File: config.mk
export PLATFORM = sky130hd
export DESIGN_NAME = ex_muldiv_seq_flat
export DESIGN_NICKNAME = d
export VERILOG_FILES = /design/src/rtl/ex_pkg.sv /design/src/rtl/ex_muldiv_seq_if.sv /design/src/rtl/muldiv_dp.sv /design/src/rtl/ex_muldiv_seq.sv /design/src/flat_wrapper.sv
export SDC_FILE = /design/constraint.sdc
export NUM_CORES = 1
export LEC_CHECK = 0
export BUFFER_PORTS_ARGS = -buffer_cell sky130_fd_sc_hd__buf_2
export CAP_MARGIN = 20
export CORE_MARGIN = 3
export CORE_UTILIZATION = 25
export DETAILED_ROUTE_END_ITERATION = 12
export GPL_ROUTABILITY_DRIVEN = 1
export PLACE_DENSITY_LB_ADDON = 0.15
export SLEW_MARGIN = 0
export SYNTH_ARGS = -nofsm -noshare
export SYNTH_HDL_FRONTEND = slang
export SYNTH_SLANG_ARGS = --single-unit
File: constraint.sdc
create_clock -name clk -period 8.52 [get_ports clk]
set_input_delay 0.852 -clock clk [delete_from_list [all_inputs] [get_ports clk]]
set_output_delay 0.852 -clock clk [all_outputs]
set_load 0.01 [all_outputs]
File: src/rtl/ex_pkg.sv
// Shared EX-stage definitions: mul/div op encodings and sequencer FSM states.
package ex_pkg;

    typedef enum logic [1:0] {
        OP_MUL   = 2'b00,
        OP_MULHU = 2'b01,
        OP_DIVU  = 2'b10,
        OP_REMU  = 2'b11
    } op_e;

    typedef enum logic [1:0] {
        ST_IDLE = 2'b00,
        ST_RUN  = 2'b01,
        ST_DONE = 2'b10
    } state_e;

    function automatic logic is_div(input op_e op);
        return op[1];
    endfunction

endpackage

File: src/rtl/ex_muldiv_seq_if.sv
// Pipeline-facing bundle of the iterative mul/div sequencer.
interface ex_muldiv_seq_if #(
    parameter int unsigned XLEN = 32,
    parameter int unsigned RD_W = 4
);
    logic            start;
    logic [1:0]      op;
    logic [XLEN-1:0] A;
    logic [XLEN-1:0] B;
    logic [RD_W-1:0] rd_in;
    logic            flush;
    logic            stall;
    logic            busy;
    logic            done;
    logic [XLEN-1:0] result;
    logic [RD_W-1:0] rd_out;

    modport master (
        output start, op, A, B, rd_in, flush,
        input  stall, busy, done, result, rd_out
    );

    modport slave (
        input  start, op, A, B, rd_in, flush,
        output stall, busy, done, result, rd_out
    );
endinterface

File: src/rtl/muldiv_dp.sv
// Shared shift-add / restoring shift-subtract datapath with result mux.
// MULDIV_EARLY_OUT_EN: report when the multiplier runs out of set bits.
module muldiv_dp
    import ex_pkg::*;
#(
    parameter int unsigned XLEN = 32
) (
    input  logic            clk,
    input  logic            rst,
    input  logic            load,
    input  logic            step,
    input  op_e             op,
    input  logic [XLEN-1:0] a,
    input  logic [XLEN-1:0] b,
    output logic            early,
    output logic [XLEN-1:0] res_next
);

    // acc: product (mul) or partial remainder in the low half (div)
    // sh:  shifted multiplicand (mul) or dividend/quotient in the low half (div)
    // opb: multiplier (mul) or divisor (div)
    logic [2*XLEN-1:0] acc_q, acc_d, sh_q, sh_d;
    logic [XLEN-1:0]   opb_q, opb_d, rem_sub;
    logic [XLEN:0]     rem_t;
    logic              ge;

    always_comb begin
        acc_d   = acc_q;
        sh_d    = sh_q;
        opb_d   = opb_q;
        rem_t   = {acc_q[XLEN-1:0], sh_q[XLEN-1]};
        ge      = rem_t >= {1'b0, opb_q};
        // Only used when ge, where the difference always fits in XLEN bits
        rem_sub = rem_t[XLEN-1:0] - opb_q;
        if (load) begin
            opb_d = b;
            if (is_div(op) && b == '0) begin
                acc_d = {{XLEN{1'b0}}, a};
                sh_d  = {{XLEN{1'b0}}, {XLEN{1'b1}}};
            end else begin
                acc_d = '0;
                sh_d  = {{XLEN{1'b0}}, a};
            end
        end else if (step) begin
            if (is_div(op)) begin
                sh_d  = {{XLEN{1'b0}}, sh_q[XLEN-2:0], ge};
                acc_d = {{XLEN{1'b0}}, ge ? rem_sub : rem_t[XLEN-1:0]};
            end else begin
                if (opb_q[0]) acc_d = acc_q + sh_q;
                sh_d  = sh_q << 1;
                opb_d = opb_q >> 1;
            end
        end
    end

    always_comb begin
        res_next = '0;
        unique case (op)
            OP_MUL:   res_next = acc_d[XLEN-1:0];
            OP_MULHU: res_next = acc_d[2*XLEN-1:XLEN];
            OP_DIVU:  res_next = sh_d[XLEN-1:0];
            OP_REMU:  res_next = acc_d[XLEN-1:0];
            default:  res_next = '0;
        endcase
    end

`ifdef MULDIV_EARLY_OUT_EN
    // The current step consumes the last set multiplier bit
    assign early = (opb_q[XLEN-1:1] == '0);
`else
    assign early = 1'b0;
`endif

    always_ff @(posedge clk or negedge rst) begin
        if (!rst) begin
            acc_q <= '0;
            sh_q  <= '0;
            opb_q <= '0;
        end else begin
            acc_q <= acc_d;
            sh_q  <= sh_d;
            opb_q <= opb_d;
        end
    end

endmodule

File: src/rtl/ex_muldiv_seq.sv
// EX-stage iterative unsigned MUL/MULHU/DIVU/REMU sequencer: FSM, counter, stall/done.
// MULDIV_EARLY_OUT_EN (in muldiv_dp) lets multiplies finish once the multiplier is exhausted.
module ex_muldiv_seq
    import ex_pkg::*;
#(
    parameter int unsigned XLEN = 32,
    parameter int unsigned RD_W = 4
) (
    input logic             clk,
    input logic             rst,
    ex_muldiv_seq_if.slave  bus
);

    localparam int unsigned CNT_W = $clog2(XLEN);

    state_e          state_q, state_d;
    logic [CNT_W-1:0] cnt_q, cnt_d;
    op_e             op_q, op_sel, op_in;
    logic [RD_W-1:0] rd_q, rd_out_q;
    logic [XLEN-1:0] result_q, res_next;
    logic            done_q, done_d;
    logic            load, step, early, last, stall;

    assign op_in = op_e'(bus.op);
    assign last  = (cnt_q == CNT_W'(XLEN - 1)) | (~is_div(op_q) & early);

    always_comb begin
        state_d = state_q;
        cnt_d   = cnt_q;
        load    = 1'b0;
        step    = 1'b0;
        done_d  = 1'b0;
        stall   = 1'b0;
        op_sel  = op_q;
        unique case (state_q)
            ST_IDLE: begin
                op_sel = op_in;
                // flush wins over a same-cycle start
                if (bus.start && !bus.flush) begin
                    stall = 1'b1;
                    load  = 1'b1;
                    cnt_d = '0;
                    if (is_div(op_in) && bus.B == '0) begin
                        state_d = ST_DONE;
                        done_d  = 1'b1;
                    end else begin
                        state_d = ST_RUN;
                    end
                end
            end
            ST_RUN: begin
                stall = 1'b1;
                if (bus.flush) begin
                    state_d = ST_IDLE;
                end else begin
                    step  = 1'b1;
                    cnt_d = cnt_q + CNT_W'(1);
                    if (last) begin
                        state_d = ST_DONE;
                        done_d  = 1'b1;
                    end
                end
            end
            ST_DONE: state_d = ST_IDLE;
            default: state_d = ST_IDLE;
        endcase
    end

    muldiv_dp #(
        .XLEN(XLEN)
    ) u_dp (
        .clk     (clk),
        .rst     (rst),
        .load    (load),
        .step    (step),
        .op      (op_sel),
        .a       (bus.A),
        .b       (bus.B),
        .early   (early),
        .res_next(res_next)
    );

    always_ff @(posedge clk or negedge rst) begin
        if (!rst) begin
            state_q  <= ST_IDLE;
            cnt_q    <= '0;
            op_q     <= OP_MUL;
            rd_q     <= '0;
            done_q   <= 1'b0;
            result_q <= '0;
            rd_out_q <= '0;
        end else begin
            state_q <= state_d;
            cnt_q   <= cnt_d;
            done_q  <= done_d;
            if (load) begin
                op_q <= op_in;
                rd_q <= bus.rd_in;
            end
            if (done_d) begin
                result_q <= res_next;
                rd_out_q <= (state_q == ST_IDLE) ? bus.rd_in : rd_q;
            end
        end
    end

    assign bus.stall  = stall;
    assign bus.busy   = (state_q != ST_IDLE);
    assign bus.done   = done_q;
    assign bus.result = result_q;
    assign bus.rd_out = rd_out_q;

endmodule

File: src/flat_wrapper.sv
// flat-port wrapper written by rule: the top's interface ports become plain ports
module ex_muldiv_seq_flat import ex_pkg::*;
#(
    parameter int unsigned XLEN = 32,
    parameter int unsigned RD_W = 4
)
  (clk, rst, bus_start, bus_op, bus_A, bus_B, bus_rd_in, bus_flush, bus_stall, bus_busy, bus_done, bus_result, bus_rd_out);
  ex_muldiv_seq_if #(.XLEN(XLEN), .RD_W(RD_W)) bus_i ();
  input logic clk;
  input logic rst;
  input wire logic [$bits(bus_i.start)-1:0] bus_start;
  input wire logic [$bits(bus_i.op)-1:0] bus_op;
  input wire logic [$bits(bus_i.A)-1:0] bus_A;
  input wire logic [$bits(bus_i.B)-1:0] bus_B;
  input wire logic [$bits(bus_i.rd_in)-1:0] bus_rd_in;
  input wire logic [$bits(bus_i.flush)-1:0] bus_flush;
  output wire logic [$bits(bus_i.stall)-1:0] bus_stall;
  output wire logic [$bits(bus_i.busy)-1:0] bus_busy;
  output wire logic [$bits(bus_i.done)-1:0] bus_done;
  output wire logic [$bits(bus_i.result)-1:0] bus_result;
  output wire logic [$bits(bus_i.rd_out)-1:0] bus_rd_out;
  assign bus_i.start = bus_start;
  assign bus_i.op = bus_op;
  assign bus_i.A = bus_A;
  assign bus_i.B = bus_B;
  assign bus_i.rd_in = bus_rd_in;
  assign bus_i.flush = bus_flush;
  assign bus_stall = bus_i.stall;
  assign bus_busy = bus_i.busy;
  assign bus_done = bus_i.done;
  assign bus_result = bus_i.result;
  assign bus_rd_out = bus_i.rd_out;
  ex_muldiv_seq #(.XLEN(XLEN), .RD_W(RD_W)) u_core (.clk(clk), .rst(rst), .bus(bus_i));
endmodule
# Yosys cells after proc, flatten, opt, wreduce, memory -nomap -nowiden
# Index checks and enable logic that the tools add are counted.
[totals] ff_bits=210 in_bits=74 out_inout_bits=39 elab_cells=72
[classes] add_sub_neg=3 n_lt_le_gt_ge=1 n_eq_ne=9 muxes=34 reduce_logical=14
[op_table] op="64-bit two-way mux" count=7
[op_table] op="32-bit two-way mux" count=6
[op_table] op="32-bit one-hot mux with 3 select lines" count=1
[op_table] op="64-bit adder" count=1
[op_table] op="33-bit by 32-bit >= comparator with 1-bit output" count=1
[op_table] op="32-bit zero test" count=1
[op_table] op="32-bit subtractor" count=1
[op_table] op="2-bit two-way mux" count=5
[op_table] op="5-bit two-way mux" count=2
[op_table] op="5-bit one-hot mux with 2 select lines" count=1
[op_table] op="1-bit two-way mux" count=8
[op_table] op="2-bit nonzero test" count=3
[op_table] op="5-bit by 1-bit adder with 5-bit output, second input constant" count=1
[op_table] op="5-bit == test, second input constant" count=1
[op_table] op="2-bit by 1-bit == test with 1-bit output, second input constant" count=2
[op_table] op="2-bit == test, second input constant" count=2
[op_table] op="2-bit zero test" count=2
[op_table] op="4-bit two-way mux" count=1
[op_table] op="2-bit by 1-bit != test with 1-bit output, second input constant" count=2
[op_table] op="1-bit one-hot mux with 2 select lines" count=2
[op_table] op="2-bit one-hot mux with 2 select lines" count=1
[op_table] op="2-bit AND reduction" count=2
[op_table] op="1-bit logical AND" count=3
[op_table] op="3-bit by 2-bit != test with 1-bit output, second input constant" count=1
[op_table] op="other kinds (4)" count=4

# Logic depth before layout (Yosys ltp)
# Gate-level depths: netlist of run 1.
[logic_depth] ltp_word=6 depth_mapped=16 ltp_nobuf=15

# Cells and area by module
# From an unflattened synthesis of run 1, not the netlist that was laid out.
[hier_totals] hier_cells=1999 area_unflattened_um2=16402.0
[by_module_without_submodules] mod="muldiv_dp" instances=1 cells_per_inst=1854 area_each_um2=14313.7 seq_area_each_um2=4003.8
[by_module_without_submodules] mod="ex_muldiv_seq" instances=1 cells_per_inst=145 area_each_um2=2088.3 seq_area_each_um2=1251.2

# Worst setup path after synthesis of run 1
# No wires, ideal clock.
[synth_path] path_type="register to register" from="reg u_core.u_dp.sh_q[31]" to="reg u_core.result_q[26] (netlist: u_core.bus.result[26])" setup_time_ps=94 t_arrival_ps=3087 t_required_ps=8426 setup_slack_ps=5339 stages_incl_launch_ff=16 n_path_buf=0 synth_period_minus_slack_ps=3181 cell_sequence="dfrtp_1 > inv_1 > ha_1 > inv_1 > fa_1 > a211oi_1 > o21ai_0 > nand3_1 > o211ai_1 > a311o_1 > and2_1 > a31oi_1 > xor2_1 > o21ai_0 > nand4_1 > a211oi_1"
[synth_between] elab_chain_cells=6
[synth_rtl] item="from (decl)" line_no="muldiv_dp.sv:22" rtl="logic [2*XLEN-1:0] acc_q, acc_d, sh_q, sh_d;"
[synth_rtl] item="from (signal assigned)" line_no="muldiv_dp.sv:77" rtl="sh_q <= '0;"
[synth_rtl] item="from (signal assigned)" line_no="muldiv_dp.sv:81" rtl="sh_q <= sh_d;"
[synth_rtl] item="64-bit adder (tied with other cells)" line_no="muldiv_dp.sv:49" rtl="if (opb_q[0]) acc_d = acc_q + sh_q;"
[synth_rtl] item="64-bit two-way mux / 32-bit two-way mux (equally long branches)" line_no="muldiv_dp.sv:49, muldiv_dp.sv:47"
[synth_rtl] item="64-bit two-way mux (*)" line_no="muldiv_dp.sv:45" rtl="if (is_div(op)) begin"
[synth_rtl] item="64-bit two-way mux (*)" line_no="muldiv_dp.sv:44" rtl="end else if (step) begin"
[synth_rtl] item="64-bit two-way mux (*)" line_no="muldiv_dp.sv:35" rtl="if (load) begin"
[synth_rtl] item="32-bit one-hot mux with 3 select lines (*)" line_no="muldiv_dp.sv:58" rtl="unique case (op)"
[synth_rtl] item="to (signal assigned)" line_no="ex_muldiv_seq.sv:101" rtl="result_q <= res_next;"
[synth_rtl] item="to (decl)" line_no="ex_muldiv_seq.sv:20" rtl="logic [XLEN-1:0] result_q, res_next;"
# Every way passes the cells marked *; elsewhere a longest branch is shown, timed or not.
# A chain may end at the register's enable or synchronous reset.

# Final worst setup path of run 1
[layout_path] from="reg u_core.state_q[0]" to="reg u_core.result_q[28] (netlist: u_core.bus.result[28])"
[layout_between] elab_chain_cells=6
[layout_rtl] item="from (decl)" line_no="ex_muldiv_seq.sv:16" rtl="state_e state_q, state_d;"
[layout_rtl] item="from (signal assigned)" line_no="ex_muldiv_seq.sv:93" rtl="state_q <= state_d;"
[layout_rtl] item="2-bit zero test" line_no="ex_muldiv_seq.sv:35" rtl="unique case (state_q)"
[layout_rtl] item="2-bit two-way mux" line_no="ex_muldiv_seq.sv:35"
[layout_rtl] item="64-bit two-way mux / 1-bit logical AND (equally long branches)" line_no="muldiv_dp.sv:45, muldiv_dp.sv:37"
[layout_rtl] item="64-bit two-way mux / 32-bit two-way mux (equally long branches)" line_no="muldiv_dp.sv:44, muldiv_dp.sv:37"
[layout_rtl] item="64-bit two-way mux" line_no="muldiv_dp.sv:35"
[layout_rtl] item="32-bit one-hot mux with 3 select lines" line_no="muldiv_dp.sv:58"
# Parallel ways exist; a longest one is shown, timed or not. The select of a mux whose other input is x is not followed.

==> summary.md, run 1 <==
| Metric | Value |
|---|---|
| Setup TNS | `0 ns` |
| Initial antenna violation count | `0` |
| Critical Path Sink Type | `flop` |
| Area growth from synthesis to layout | `15.42%` |
| Avg Cell Area, Syn | `8.738 sq um` |
| Cts bufs inserted | `29` |
| Flops & latches, synth | `210` |
| Detailed route wirelength on metal3 | `2355 um` |
| Die Span X | `255.6 um` |
| Remaining routing DRC violations | `0` |
| Gr usage total | `17.61%` |
| Max VDD drop | `0.0001714 V` |
| Synth top cells by count | `dfrtp_1, nand2_1, a21oi_1` |
| Cell variety after synth | `93` |
| Max Fanout on Critical Path | `61` |
| Dominant cells by area after synthesis | `dfrtp_1, ha_1, a21oi_1` |
| Insertion delay to the later sink of the worst-skew pair | `0.59 ns` |
| Area leader, netlist | `dfrtp_1` |
| Count of pins over their slew limit | `0` |
| Die height | `255.6 um` |
| Clock skew | `0.01921 ns` |
| I/O pins | `113` |
| Max Cap Viol | `0` |
| Core area | `61030 sq um` |
| Tmin final | `4.361 ns` |
| Resized Gates After CTS | `0` |
| Gate Count Post-Synth | `1782` |
| Via Count | `14.06k` |
| Final setup viols | `0` |
| Number of global-route vias before repair | `14.27k` |
| Final HPWL DP | `44900 um` |
| Most frequent cell after synthesis | `dfrtp_1` |
| Main synth FF type | `dfrtp_1` |
| Post-synth EDFFs | `0` |
| CP cell instances | `nor2_2 > mux2i_2 > buf_4 > inv_1 > buf_4 > nor2_4 > buf_4 > nand2_1 > nor3_1 > mux2i_1 > a31oi_1 > o21a_1` |
| Sequential area share after synthesis | `33.75%` |
| Largest net degree at the start of global routing | `84` |
| Row count | `90` |
| First-pass GRT wire length | `90760 um` |
| ANT nets after route | `0` |
| Tot Pwr | `5.647 mW` |
| Status | `finished, final reports clean` |
| RSZ-0062 raised after global routing | `no` |
| Final period util | `51.19%` |
| DRT Pass-1 Iters | `8` |
| DR top layer | `met4` |
| Critical Path AT | `4.89 ns` |
| DIE AREA | `65320 sq um` |
| Syn. warnings | `0` |
| F_max | `229.3 MHz` |
| CP startpoint kind | `flop` |
| # nets final | `2008` |
| WL final | `59310 um` |
| Util after Layout | `29.45%` |
| Initial Util | `25.51%` |
| CTS Sinks | `210` |
| Setup bufs post-CTS | `0` |
| Hold_buf cts | `0` |
| Root Driver | `clkbuf_16` |
| Pwr dens | `314.2 nW/um^2` |
| Fillers | `6673` |
| CTS tree | `done` |
| Layout cell share with drive strength beyond 1 | `13.58%` |
| Via-per-instance ratio | `5.238` |
| Leak | `8.274 nW` |
| CTS clk-pin slew, worst paths | `0.07 ns` |
| H-tree depth | `1` |
| Worst r2r path cells | `12` |
| Max stage delay cell, worst path | `nand2_1` |
| DP Area | `16900 sq um` |
| Worst Max-Slew Pin Slew | `1.050 ns` |
| Hold Path Class | `in2async` |
| Post-route cell area | `17970 sq um` |
| CP dominant cell by count | `buf_4` |
| CP Class | `reg2reg` |
| Worst Path Required | `9.05 ns` |
| Crit-path max cell delay | `0.77 ns` |
| Total grt overflow | `0` |
| Synthesized Nets | `1957` |
| Hold Fails Final Rpt | `0` |
| WL met1 | `28580 um` |
| Final Wtd Congestion | `0.8968` |
| Iteration-0 DRC Markers | `999` |
| Max Root-Sink Buffers | `3` |
| Post-synthesis cell area | `15570 sq um` |
| WL/cell | `22.09 um` |
| WL met2 | `27210 um` |
| I/O Buffers | `112` |
| Async S/R FF share, synth | `100.0%` |
| Slew HR | `29.84%` |
| Top-area cell type share of the netlist area | `33.75%` |
[final timing paths]
check | startpoint | to | slack [ns]
worst max-delay path | u_core.state_q[0]$_DFFE_PN0P_ | u_core.bus.result[28]$_DFFE_PN0P_ | 4.16
worst min register to register | u_core.cnt_q[4]$_DFFE_PN0P_ | u_core.cnt_q[4]$_DFFE_PN0P_ | 0.49
worst min-delay path | rst | u_core.u_dp.sh_q[40]$_DFFE_PN0P_ | 0.30
min in group clk | u_core.cnt_q[4]$_DFFE_PN0P_ | u_core.cnt_q[4]$_DFFE_PN0P_ | 0.49
max in group asynchronous | rst | u_core.u_dp.opb_q[0]$_DFFE_PN0P_ | 6.70
worst max register to register | u_core.state_q[0]$_DFFE_PN0P_ | u_core.bus.result[28]$_DFFE_PN0P_ | 4.16
[placed cells by master (no fill, tap or decap), types with 29 or more instances in the layout]
cell type and instances:
xor2_1 36, mux2i_1 55, dfrtp_1 209, o21ai_0 149
clkbuf_16 29, nand2_1 181, ha_1 99, a21o_1 66
nand3_1 29, buf_2 112, a22o_1 35, a211oi_1 32
a22oi_1 44, inv_1 61, o21ai_1 29, xnor2_1 47
nor2_1 107, a21oi_1 151
[report_power, final]
group	total, mW	switching [mW]	internal, mW
Clock	1.32	0.504	0.820
Sequential	1.41	0.239	1.17
Combinational	2.92	1.82	1.10
[per-stage QoR]
| step | worst slack (ns) | instances | hold WS, ns |
|---|---|---|---|
| 2_1_floorplan | 5.339 | 1782 | 0.4563 |
| 5_1_grt | 3.804 | 2684 | 0.3343 |
| 3_5_place_dp | 3.791 | 2629 | 0.4830 |
| 6_report | 4.159 | 2685 | 0.3013 |
| 4_1_cts | 4.083 | 2683 | 0.3032 |
| 3_3_place_gp | 3.380 | 2628 | 0.4708 |
[sequential cells by signal (all words and copies together), names as in the netlist]
register,flops
u_core.u_dp.acc_q,64
u_core.u_dp.sh_q,64
u_core.bus.result,32
u_core.u_dp.opb_q,32
u_core.cnt_q,5
u_core.bus.rd_out,4
u_core.rd_q,4
u_core.op_q,2
u_core.state_q,2
u_core.bus.done,1
[cells by family (layout without fill, tap and decap cells)]
| group | count (synthesis) | in the layout | synth area share [%] |
|---|---|---|---|
| AOI/OAI and AO/OA | 708 | 708 | 31.49 |
| and+or+nand+nor | 434 | 434 | 12.74 |
| DFF | 210 | 210 | 33.75 |
| buffers and inverters | 176 | 250 | 4.524 |
| adders and majority gates | 101 | 101 | 8.212 |
| xor gates and xnor gates | 83 | 83 | 4.668 |
| muxes | 70 | 70 | 4.612 |
| other | 0 | 1 | 0 |
[worst max-delay path: cells and delay by family, from the launching register on]
| family | cells | cell delay (ns) |
|---|---|---|
| AOI/OAI and AO/OA | 2 | 0.33 |
| DFF | 1 | 0.45 |
| buffers and inverters | 4 | 1.34 |
| and+or+nand+nor | 4 | 1.75 |
| muxes | 2 | 0.40 |
[routing by layer]
metal	global-route usage, %	vias to the layer above
met5	0	-
met4	4.245	0
met3	2.107	54
met2	28.64	307
met1	24.90	6885
li1	-	6818
[final cells by class]
class                           count  area [sq um]  area share, %
Antenna cell                        1         2.502        0.01392
Clock buffer                       36         802.0          4.463
Clock inverter                     18         241.5          1.344
Inverter                           61         229.0          1.274
Multi-Input combinational cell   1396          9644          53.66
Sequential cell                   210          5256          29.25
Tap cell                          828          1036          5.764
Timing Repair Buffer              135         760.7          4.233
(Power assumes the default switching activity.)
==> run 2, diff against run 1 <==
==> constraint.sdc (replaced) <==
create_clock -name clk -period 4.03 [get_ports clk]
set_input_delay 0.403 -clock clk [delete_from_list [all_inputs] [get_ports clk]]
set_output_delay 0.403 -clock clk [all_outputs]
set_load 0.01 [all_outputs]
==> summary.md, run 2 (synthesized netlist as in run 1, its figures left out) <==
| Metric | Value |
|---|---|
| R2r endpoint | `u_core.bus.result[26]$_DFFE_PN0P_ (was u_core.bus.result[28]$_DFFE_PN0P_)` |
| Net Sw Frac | `45.63% (was 45.36%)` |
| Final Wtd Congestion | `0.8765 (was 0.8968)` |
| Tmin final | `3.849 ns (was 4.361 ns)` |
| Max stage delay cell, worst path | `dfrtp_1 (was nand2_1)` |
| Initial antenna violation count | `0 (unchanged)` |
| CP startpoint kind | `flop (unchanged)` |
| Row count | `90 (unchanged)` |
| CTS Sinks | `210 (unchanged)` |
| Clk pwr share | `20.6% (was 23.4%)` |
| Clock skew | `0.01639 ns (was 0.01921 ns)` |
| Largest net degree at the start of global routing | `96 (was 84)` |
| Worst Path Required | `4.46 ns (was 9.05 ns)` |
| Worst hold path depth | `3` |
| Critical Path AT | `4.28 ns (was 4.89 ns)` |
| Iteration-0 DRC Markers | `1074 (was 999)` |
| RSZ-0062 raised after global routing | `no (unchanged)` |
| End of the worst hold path | `u_core.u_dp.opb_q[8]$_DFFE_PN0P_` |
| Buf+Inv Stages, Crit Path | `0 (was 4)` |
| Psw | `5.370 mW (was 2.561 mW)` |
| Status | `finished, final reports clean (unchanged)` |
| # nets final | `2046 (was 2008)` |
| Finished Layout Cells | `2718 (was 2685)` |
| F_max | `259.8 MHz (was 229.3 MHz)` |
| CP top delay family | `compound AO/OA/AOI/OAI gates (was simple AND/OR/NAND/NOR gates)` |
| ANT cells | `0 (was 1)` |
| CP cell instances | `ha_1 > fa_1 > a21o_1 > a31oi_2 > nor3b_1 > a211o_1 > nand4_1 > o211a_1 > o21ai_1 > a41oi_1 > xnor2_1 > nor3_1 > a211oi_1 (was nor2_2 > mux2i_2 > buf_4 > inv_1 > buf_4 > nor2_4 > buf_4 > nand2_1 > nor3_1 > mux2i_1 > a31oi_1 > o21a_1)` |
| Setup bufs post-CTS | `0 (unchanged)` |
| WL/cell | `22.15 um (was 22.09 um)` |
| Slew HR | `39.59% (was 29.84%)` |
| Hold Path Class | `in2reg (was in2async)` |
| Core area | `61030 sq um (unchanged)` |
| Area growth from synthesis to layout | `16.56% (was 15.42%)` |
| Critical Path Sink Type | `flop (unchanged)` |
| Final HPWL DP | `46080 um (was 44900 um)` |
| Die height | `255.6 um (unchanged)` |
| Initial Util | `25.51% (unchanged)` |
| Max Root-Sink Buffers | `3 (unchanged)` |
| Max Cap Viol | `0 (unchanged)` |
| Cts bufs inserted | `28 (was 29)` |
| Count of pins over their slew limit | `0 (unchanged)` |
| Insertion delay to the later sink of the worst-skew pair | `0.57 ns (was 0.59 ns)` |
| DIE AREA | `65320 sq um (unchanged)` |
| Pwr dens | `648.4 nW/um^2 (was 314.2 nW/um^2)` |
| I/O Buffers | `112 (unchanged)` |
| Root Driver | `clkbuf_16 (unchanged)` |
| CP Class | `reg2reg (unchanged)` |
| Die Span X | `255.6 um (unchanged)` |
| H-tree depth | `1 (unchanged)` |
| Gr usage total | `17.93% (was 17.61%)` |
| Via-per-instance ratio | `5.268 (was 5.238)` |
| Final setup viols | `0 (unchanged)` |
| ANT nets after route | `0 (unchanged)` |
| Remaining routing DRC violations | `0 (unchanged)` |
| Crit-path max cell delay | `0.46 ns (was 0.77 ns)` |
| Number of global-route vias before repair | `14.66k (was 14.27k)` |
| Most frequent cells in the layout | `dfrtp_1, nand2_1, a21oi_1, o21ai_0, buf_2 (unchanged)` |
| Max Fanout on Critical Path | `6 (was 61)` |
| WL final | `60200 um (was 59310 um)` |
| Gate power share | `54.2% (was 51.7%)` |
| DRT Pass-1 Iters | `7 (was 8)` |
| Worst r2r path cells | `13 (was 12)` |
| Leak | `8.412 nW (was 8.274 nW)` |
| Max VDD drop | `0.0003402 V (was 0.0001714 V)` |
| Flop pwr share | `25.2% (was 24.9%)` |
| Internal power | `6.398 mW (was 3.085 mW)` |
| Layout cell share with drive strength beyond 1 | `15.13% (was 13.58%)` |
| RR Startpoint | `u_core.u_dp.acc_q[0]$_DFF_PN0_ (was u_core.state_q[0]$_DFFE_PN0P_)` |
| Placed Instances | `2668 (was 2629)` |
| CTS clk-pin slew, worst paths | `0.06 ns (was 0.07 ns)` |
| Largest registers | `u_core.u_dp.acc_q (64), u_core.u_dp.sh_q (64) (unchanged)` |
| I/O pins | `113 (unchanged)` |
| Hold Fails Final Rpt | `0 (unchanged)` |
| Total grt overflow | `0 (unchanged)` |
| CTS tree | `done (unchanged)` |
| Setup TNS | `0 ns (unchanged)` |
| Via Count | `14.32k (was 14.06k)` |
| R2r setup slk | `0.18 ns (was 4.16 ns)` |
| Final period util | `95.51% (was 51.19%)` |
| Worst Max-Slew Pin Slew | `0.9040 ns (was 1.050 ns)` |
| First-pass GRT wire length | `92060 um (was 90760 um)` |
| Most common cell after layout, fill and taps aside | `dfrtp_1 (unchanged)` |
| Min-Delay Startpoint | `bus_B[8]` |
run 2: cell type report:
cell class | count | area, sq um
clock buffers | 42 | 844.6
clock inverters | 7 | 35.03
fillers | 6606 | 42880
inverters | 61 | 229.0
multi-input cells | 1396 | 9673
flip-flops and latches | 210 | 5256
well taps | 828 | 1036
repair buffers | 174 | 1076
run 2: repair_timing:
item	in CTS	in global routing
setup endpoints to repair	0	4
hold buffers	1	0
gates resized for setup	0	6
endpoints found under the hold margin	77	0
run 2: power by group through the flow:
| stage | Clock (mW) | Combinational, mW | Sequential [mW] |
|---|---|---|---|
| final | 2.42 | 6.37 | 2.97 |
| after global routing | 2.57 | 7.05 | 3.02 |
| after CTS | 2.51 | 6.33 | 2.96 |
| after detailed placement | 0 | 6.29 | 2.99 |
| after global placement | 0 | 6.30 | 2.99 |
| after floorplan | 0 | 4.60 | 2.77 |
run 2: routing by layer:
layer | GRT usage [%] | share of wire [%] | wire, um
met1 | 24.58 | 47 | 28060
met2 | 29.54 | 46 | 27520
met3 | 2.454 | 5.1 | 3048
met4 | 5.036 | 2.6 | 1574
met5 | 0 | 0 | 0
run 2: worst max-delay path by stage:
| stage | to | cells past startpoint | start |
|---|---|---|---|
| after floorplan | u_core.bus.result[26]$_DFFE_PN0P_ | 15 | u_core.u_dp.sh_q[31]$_DFF_PN0_ |
| after global placement | u_core.bus.result[22]$_DFFE_PN0P_ | 13 | u_core.u_dp.acc_q[0]$_DFF_PN0_ |
| after detailed placement | u_core.bus.result[22]$_DFFE_PN0P_ | 13 | u_core.u_dp.acc_q[0]$_DFF_PN0_ |
| after CTS | u_core.bus.result[22]$_DFFE_PN0P_ | 13 | u_core.u_dp.acc_q[0]$_DFF_PN0_ |
| after global routing | u_core.bus.result[26]$_DFFE_PN0P_ | 13 | u_core.u_dp.acc_q[0]$_DFF_PN0_ |
| final | u_core.bus.result[26]$_DFFE_PN0P_ | 13 | u_core.u_dp.acc_q[0]$_DFF_PN0_ |
run 2: through the flow:
| stage | hold slack [ns] | instance area [sq um] | utilization (%) | total power, mW | setup WS, ns |
|---|---|---|---|---|---|
| after global placement | 0.4607 | 17230 | 28.23 | 9.285 | 0.1095 |
| final | 0.05336 | 18150 | 29.74 | 11.77 | 0.1810 |
| after floorplan | 0.1074 | 15570 | - | 7.368 | 0.8494 |
| after detailed placement | 0.4601 | 17230 | 28.23 | 9.277 | 0.1810 |
| after global routing | 0.05388 | 18150 | 29.74 | 12.64 | 0.02039 |
| after CTS | 0.01828 | 18120 | 29.69 | 11.80 | 0.1583 |
run 2: worst min-delay path: stages:
cell     delay (ns)
buf_2          0.09
nand2_1        0.04
o21ai_0        0.06
